## src/rtl/telemetry_rcv.sv

```systemverilog
// telemetry_rcv: e-bike telemetry frame decoder.
// Hunts AA 55 sync, assembles three 12b fields, flags errors.
module telemetry_rcv #(
  parameter int TIMEOUT = 65536
) (
  input  logic        clk,
  input  logic        rst_n,
  input  logic [7:0]  rx_data,
  input  logic        rx_rdy,
  output logic        clr_rdy,
  output logic [11:0] batt_v,
  output logic [11:0] curr,
  output logic [11:0] torque,
  output logic        vld,
  output logic        frm_err,
  output logic        tmo,
  output logic [7:0]  err_cnt
);

  localparam int TW = (TIMEOUT > 2) ? $clog2(TIMEOUT) : 1;
  localparam logic [TW-1:0] TLAST = TW'(TIMEOUT - 1);

  typedef enum logic [1:0] {
    SYNC1 = 2'd0,
    SYNC2 = 2'd1,
    DATA  = 2'd2
  } state_t;

  state_t          state_q;
  state_t          state_d;
  logic [2:0]      idx_q;
  logic [TW-1:0]   cnt_q;
  logic [5:0][7:0] shadow_q;
  logic            chk_q;

  logic accept;
  logic expire;
  logic tmo_hit;
  logic last_byte;
  logic pad_ok;
  logic vld_d;
  logic ferr_d;

  // rx_rdy is ignored during the ack cycle so a byte is taken once
  assign accept    = rx_rdy & ~clr_rdy;
  assign expire    = (cnt_q == TLAST);
  assign last_byte = (idx_q == 3'd5);

  // state register
  always_ff @(posedge clk or negedge rst_n) begin
    if (!rst_n) state_q <= SYNC1;
    else        state_q <= state_d;
  end

  // next-state: sync hunt, payload count, idle timeout
  always_comb begin
    state_d = state_q;
    tmo_hit = 1'b0;
    unique case (state_q)
      SYNC1: begin
        if (accept && rx_data == 8'hAA)
          state_d = SYNC2;
      end
      SYNC2: begin
        if (accept) begin
          if (rx_data == 8'h55)      state_d = DATA;
          else if (rx_data == 8'hAA) state_d = SYNC2;
          else                       state_d = SYNC1;
        end else if (expire) begin
          tmo_hit = 1'b1;
          state_d = SYNC1;
        end
      end
      DATA: begin
        if (accept) begin
          if (last_byte) state_d = SYNC1;
        end else if (expire) begin
          tmo_hit = 1'b1;
          state_d = SYNC1;
        end
      end
      default: state_d = SYNC1;
    endcase
  end

  // output decode: pad nibbles of bytes 0,2,4 must be zero
  always_comb begin
    pad_ok = (shadow_q[0][7:4] == 4'h0) &&
             (shadow_q[2][7:4] == 4'h0) &&
             (shadow_q[4][7:4] == 4'h0);
    vld_d  = chk_q & pad_ok;
    ferr_d = chk_q & ~pad_ok;
  end

  // byte index, shadow capture and frame-check strobe
  always_ff @(posedge clk or negedge rst_n) begin
    if (!rst_n) begin
      idx_q    <= 3'd0;
      shadow_q <= '0;
      chk_q    <= 1'b0;
    end else begin
      chk_q <= (state_q == DATA) & accept & last_byte;
      if (state_q == DATA && accept)
        shadow_q[idx_q] <= rx_data;
      if (state_d != DATA)
        idx_q <= 3'd0;
      else if (state_q == DATA && accept)
        idx_q <= idx_q + 3'd1;
    end
  end

  // idle counter: runs only between bytes of a frame in progress
  always_ff @(posedge clk or negedge rst_n) begin
    if (!rst_n)
      cnt_q <= '0;
    else if (accept || state_q == SYNC1 || tmo_hit)
      cnt_q <= '0;
    else
      cnt_q <= cnt_q + 1'b1;
  end

  // registered outputs and saturating error count
  always_ff @(posedge clk or negedge rst_n) begin
    if (!rst_n) begin
      clr_rdy <= 1'b0;
      batt_v  <= '0;
      curr    <= '0;
      torque  <= '0;
      vld     <= 1'b0;
      frm_err <= 1'b0;
      tmo     <= 1'b0;
      err_cnt <= '0;
    end else begin
      clr_rdy <= accept;
      vld     <= vld_d;
      frm_err <= ferr_d;
      tmo     <= tmo_hit;
      if (vld_d) begin
        batt_v <= {shadow_q[0][3:0], shadow_q[1]};
        curr   <= {shadow_q[2][3:0], shadow_q[3]};
        torque <= {shadow_q[4][3:0], shadow_q[5]};
      end
      if ((ferr_d || tmo_hit) && err_cnt != 8'hFF)
        err_cnt <= err_cnt + 8'd1;
    end
  end

endmodule

```

## config.mk

```make
export PLATFORM = sky130hd
export DESIGN_NAME = telemetry_rcv
export DESIGN_NICKNAME = d
export VERILOG_FILES = /design/src/rtl/telemetry_rcv.sv
export SDC_FILE = /design/constraint.sdc
export NUM_CORES = 1
export LEC_CHECK = 0
export ABC_CLOCK_PERIOD_IN_PS = 2100
export CAP_MARGIN = 20
export CORE_UTILIZATION = 48
export CTS_BUF_LIST = sky130_fd_sc_hd__clkbuf_8
export DETAILED_ROUTE_END_ITERATION = 6
export PLACE_DENSITY_LB_ADDON = 0.12
export SYNTH_ARGS = -nofsm -noshare
export SYNTH_HDL_FRONTEND = slang
export SYNTH_SLANG_ARGS = --single-unit
```

## constraint.sdc

```tcl
create_clock -name clk -period 2.1 [get_ports clk]
set_input_delay 0.315 -clock clk [delete_from_list [all_inputs] [get_ports clk]]
set_output_delay 0.315 -clock clk [all_outputs]
set_load 0.005 [all_outputs]
```

# ---- Word-level counts from Yosys, hierarchy flattened
# Index checks and enable logic that the tools add are counted.
dict set report op_classes {
  add_sub_neg 3
  n_mul 0
  div_mod_pow 0
  n_lt_le_gt_ge 2
  n_eq_ne 8
  n_shift 0
  n_mux 17
  n_bitwise 7
  n_reduce_logical 15
}
# operator n
set ops {}
lappend ops {{48-bit bitwise mux} 1}
lappend ops {{8-bit demux with 3-bit select} 1}
lappend ops {{16-bit by 1-bit adder with 16-bit output, second input constant} 1}
lappend ops {{16-bit equality test, second input constant} 1}
lappend ops {{16-bit two-way mux} 1}
lappend ops {{4-bit logical NOT} 3}
lappend ops {{2-bit two-way mux} 6}
lappend ops {{8-bit by 1-bit adder with 8-bit output, second input constant} 1}
lappend ops {{8-bit by 7-bit equality test with 1-bit output, second input constant} 1}
lappend ops {{8-bit equality test, second input constant} 1}
lappend ops {{8-bit two-way mux} 1}
lappend ops {{8-bit inequality test, second input constant} 1}
lappend ops {{1-bit logical AND} 6}
lappend ops {{3-bit two-way mux} 2}
lappend ops {{2-bit one-hot mux with 3 select lines} 1}
lappend ops {{1-bit bitwise AND} 5}
lappend ops {{3-bit by 4-bit < comparator with 1-bit output, second input constant} 1}
lappend ops {{1-bit two-way mux} 4}
lappend ops {{3-bit by 1-bit adder with 3-bit output, second input constant} 1}
lappend ops {{3-bit equality test, second input constant} 1}
lappend ops {{3-bit by 1-bit greater-or-equal comparator with 1-bit output, second input constant} 1}
lappend ops {{1-bit logical OR} 3}
lappend ops {{2-bit by 1-bit equality test with 1-bit output, second input constant} 1}
lappend ops {{2-bit equality test, second input constant} 1}
lappend ops {{5 further kinds} 6}
dict set report totals {
  regBits 118
  latchBits 0
  ram_bits 0
  mem_bits_ro 0
  output_inout_bits 48
  wordCells 70
  memories 0
}

# ---- Longest topological paths before layout
# Gate-level depths: netlist of the first run.
dict set report depth {
  ltp_word 7
  mapped_depth 7
  mapped_depth_nobuf 7
}

# ---- Least setup slack after synthesis of the first run
# Ideal clock, no wire load.
dict set report synth_path {
  kind {register to register}
  startpoint {register state_q[0]}
  endpoint {register shadow_q[16] (netlist bit)}
  setup_time_ns 0.125
  t_arrival_ns 1.726
  required_ns 1.975
  setup_slack_ns 0.249
  path_stages_with_launch 7
  synth_period_minus_slack_ns 1.851
  path_cell_list {dfrtp_1 -> inv_1 -> ha_1 -> nand3b_4 -> or4_1 -> buf_4 -> mux2_4}
}
dict set report synth_via {
  elab_chain_len 2
}
# element line_no
set synth_rtl {}
lappend synth_rtl {{start: declaration} 29} ;# state_t state_q;
lappend synth_rtl {{start signal: assignment} 52} ;# else state_q <= state_d;
lappend synth_rtl {{2-bit equality test} 103} ;# if (state_q == DATA && accept)
lappend synth_rtl {{1-bit logical AND} 103}
lappend synth_rtl {{end signal: indexed assignment} 104} ;# shadow_q[idx_q] <= rx_data;
lappend synth_rtl {{end: declaration} 33} ;# logic [5:0][7:0] shadow_q;
# Every way passes these cells.
# A chain may end at the register's enable or synchronous reset.

# ---- Final worst setup path of the first run
dict set report layout_path {
  startpoint {input rx_data[4]}
  endpoint {register state_q[0]}
}
dict set report layout_via {
  elab_chain_len 5
}
# element line_no
set layout_rtl {}
lappend layout_rtl {{start: declaration} 8} ;# input logic [7:0] rx_data,
lappend layout_rtl {{8-bit equality test} {61, 67}}
lappend layout_rtl {{1-bit two-way mux} 67} ;# else if (rx_data == 8'hAA) state_d = SYNC2;
lappend layout_rtl {{2-bit two-way mux} 66} ;# if (rx_data == 8'h55) state_d = DATA;
lappend layout_rtl {{2-bit two-way mux} 65} ;# if (accept) begin
lappend layout_rtl {{2-bit one-hot mux with 3 select lines *} 59} ;# unique case (state_q)
lappend layout_rtl {{net state_d[0]} 30} ;# state_t state_d;
# Mark *: on every way through the listed nets, which the timed path passes. The rest lies on a longest branch.

==> results.toml, run 1 <==
[place]
placed_instance_area_sq_um = 5960
placed_cells_incl_taps = 642
hpwlAfterDp_um = 7050
post-place-ws_ps = -258
routabilityCongestion = 0.809
placement.io_buffers = 58

[global_routing]
grt-ovfl-total = 0
antenna_violations_before_repair = 0
globalRouteTotalUtil = 0.206
first_global_vias = 3443
largest_net_degree_at_the_start_of_global_routing = 40
grt_pass1_wl_um = 17400

[routing]
avgRoutedWirePerCell_um = 15.0
routed-wl-met3_um = 363
totalWireLength_um = 10100
drt-vias-per-instance = 5.05
drt-met1-wl_um = 4610
firstDrtPassIters = 4
via_count = 3412
topmost_layer_with_routed_signal_wires = "met4"
drc_errors = 0
drt_iter0_drc = 142
route.met2.wl_um = 4920
detail-route-antenna-nets = 0

[sta]
post-route-period-util = 0.951
timing.max_slew.rel_slack = 0.523
post-route-min-period_ps = 2000
drv_slew = 0
achievable-frequency_ghz = 0.501
rsz0062_at_grt = "false"
finalSetupViolCount = 0
setup_skew_ps = 10.6
setup_slack_ps = 104
final.hold.worst_slack_ps = 412
finalHoldViolations = 0
max_slew.worst_pin.slew_ps = 705

[cells_and_area]
layout_common_cells = "sky130_fd_sc_hd__nand2_1, sky130_fd_sc_hd__dfrtp_1, sky130_fd_sc_hd__clkdlybuf4s50_1, sky130_fd_sc_hd__mux2_2, sky130_fd_sc_hd__buf_4"
register_area_sq_um = 2950
diodes = 0
final_util = 0.621
area_delta_synth_final_pct = 25.8
number_of_fill_cells = 874
multi_input_comb_area_sq_um = 2020
drive_above_1_share = 0.239
final_cells = 675
layout_commonest_cell = "sky130_fd_sc_hd__nand2_1"
finalInstanceArea_sq_um = 6380
num-nets-final = 545

[die]
initial_util = 0.494
fp.dieH_um = 105
placeableCoreArea_sq_um = 10300
num_io_pins = 59
die_area_sq_um = 11000
dieWidth_um = 105
rows = 37

[setup_path]
worstSetupPathType = "in -> reg"
worst_r2r_startpoint = "state_q[0]$_DFF_PN0_"
reg2reg_setup_slack_ps = 130
worst_path_arrival_ps = 2330
worst_ep_required_time_ps = 2440
critical_path.reg2reg.endpoint = "shadow_q[19]$_DFFE_PN0P_"
timing.critical_path.from_type = "input pin"
reg2regPathDepth = 6
critical_path.endpoint_type = "flop"
timing.critical_path.fanout_max = 4

[yosys]
ys_types = 47
synth_cells = 437
synth_enable_flop_cells = 0
async_reset_ff_frac = 1.00
mappedNetlistArea_sq_um = 5070
ys_seq_elements = 118
synth_nets = 456
yosys_most_used_dff = "sky130_fd_sc_hd__dfrtp_1"
synth-seq-area-share = 0.582
ys.warnings.count = 0
avgSynthCellArea_sq_um = 11.6

[power_and_ir_drop]
power.static_leakage_nw = 3.17
worst_ir_drop_vdd_mv = 0.407
power.density_nw_per_um2 = 732

[clocking]
postCtsResizedCells = 0
clock_path_buffers = 2
tritoncts = "yes"
cts.htree.levels = 4
tritoncts.num_buffers = 17
clk_pin_slew_ps = 60
clk_root_buffer_cell = "sky130_fd_sc_hd__clkbuf_8"
clock_sink_count = 118
clkLatencyLatePin_ps = 410

[outcome]
run_status = "completed"

[worst_hold_path]
hold_path_class = "in -> async"

[job]
max-cap-violations = 0
==> Yosys cell counts, drive strengths merged (4+ instances only) <==
library cell	instances	area, sq um
ha	8	100
inv	8	30.0
xnor2	7	61.3
clkbuf	5	18.8
nor3	9	55.1
a21oi	6	33.8
mux2	49	586
nand3	16	80.1
or3	4	30.0
dfrtp	118	2950
o21ai	5	36.3
nand2	122	458
nand4	8	62.6
nor2	24	113
xor2	13	114
nor4	6	82.6
buf	7	50.1
==> registers in the layout, indices dropped and copies added, names as in the netlist, 2 cells and up <==
signal    cells
cnt_q        16
err_cnt       8
idx_q         3
curr         12
shadow_q     48
batt_v       12
state_q       2
torque       12
==> power by group <==
group / switching [W] / internal (W) / leakage [nW]
Combinational: 0.000153 / 0.000104 / 1.30
Clock: 0.000859 / 0.00125 / 0.226
Sequential: 0.0000191 / 0.00229 / 1.65
==> layer usage <==
layer / vias up / global-route usage
met3: 14 / 0.0574
met4: 0 / 0.0815
met5: - / 0
met1: 1682 / 0.273
met2: 60 / 0.324
li1: 1656 / -
==> what timing repair did <==
action	in CTS	in global routing
endpoints found under the hold margin	35	0
setup endpoints to repair	0	3
hold buffers	1	0
setup buffers	0	0
==> cell families (layout without fill, tap and decap cells) <==
family,after synthesis,in the layout,share of synthesized area
buf+inv,20,122,0.0195
flops,118,118,0.582
simple gates,204,204,0.203
compound gates,18,18,0.0264
xor+xnor,20,20,0.0345
fa+ha+maj,8,8,0.0197
mux,49,49,0.115
==> worst max-delay path by stage <==
stage               depth (start not counted)                  from                  endpoint  slack, ps
floorplan                                   6  state_q[0]$_DFF_PN0_  shadow_q[16]$_DFFE_PN0P_        250
global placement                            5            rx_data[4]      state_q[0]$_DFF_PN0_       -300
detailed placement                          5            rx_data[4]      idx_q[0]$_DFFE_PN0P_       -260
CTS                                         5            rx_data[4]      idx_q[0]$_DFFE_PN0P_         80
global route                                5            rx_data[4]      state_q[0]$_DFF_PN0_         10
finish                                      5            rx_data[4]      state_q[0]$_DFF_PN0_        100
==> through the flow <==
step           power (W)  setup TNS (ps)
2_1_floorplan    0.00247               0
3_3_place_gp     0.00261           -1450
3_5_place_dp     0.00261           -1190
4_1_cts          0.00474               0
5_1_grt          0.00486               0
6_report         0.00467               0
==> critical path: stages <==
cell	delay, ps
sky130_fd_sc_hd__clkdlybuf4s50_1	530
sky130_fd_sc_hd__nor4b_1	650
sky130_fd_sc_hd__nand3_1	270
sky130_fd_sc_hd__o211ai_1	380
sky130_fd_sc_hd__nor2b_1	170
==> final cells by class <==
class,instances,area share
Clock buffer,20,0.0431
Multi-Input combinational cell,299,0.317
Timing Repair Buffer,82,0.125
Inverter,8,0.00470
Tap cell,136,0.0267
Clock inverter,12,0.0212
Sequential cell,118,0.462
Note: power is estimated with default switching activity, not from simulation.
==> run 2, diff against run 1 <==
--- a/config.mk
+++ b/config.mk
@@ -6,11 +6,12 @@
 export NUM_CORES = 1
 export LEC_CHECK = 0
 export ABC_CLOCK_PERIOD_IN_PS = 2100
-export CAP_MARGIN = 20
 export CORE_UTILIZATION = 48
 export CTS_BUF_LIST = sky130_fd_sc_hd__clkbuf_8
 export DETAILED_ROUTE_END_ITERATION = 6
 export PLACE_DENSITY_LB_ADDON = 0.12
+export SKIP_LAST_GASP = 1
+export SLEW_MARGIN = 20
 export SYNTH_ARGS = -nofsm -noshare
 export SYNTH_HDL_FRONTEND = slang
 export SYNTH_SLANG_ARGS = --single-unit
==> results of run 2 <==
Final layout, timing and power as in run 1 (identical DEF).
==> run 3, diff against run 2 <==
--- a/config.mk
+++ b/config.mk
@@ -9,6 +9,7 @@
 export CORE_UTILIZATION = 48
 export CTS_BUF_LIST = sky130_fd_sc_hd__clkbuf_8
 export DETAILED_ROUTE_END_ITERATION = 6
+export HOLD_SLACK_MARGIN = 0.03
 export PLACE_DENSITY_LB_ADDON = 0.12
 export SKIP_LAST_GASP = 1
 export SLEW_MARGIN = 20
==> results of run 3 <==
Final layout, timing and power as in run 1 (identical DEF).
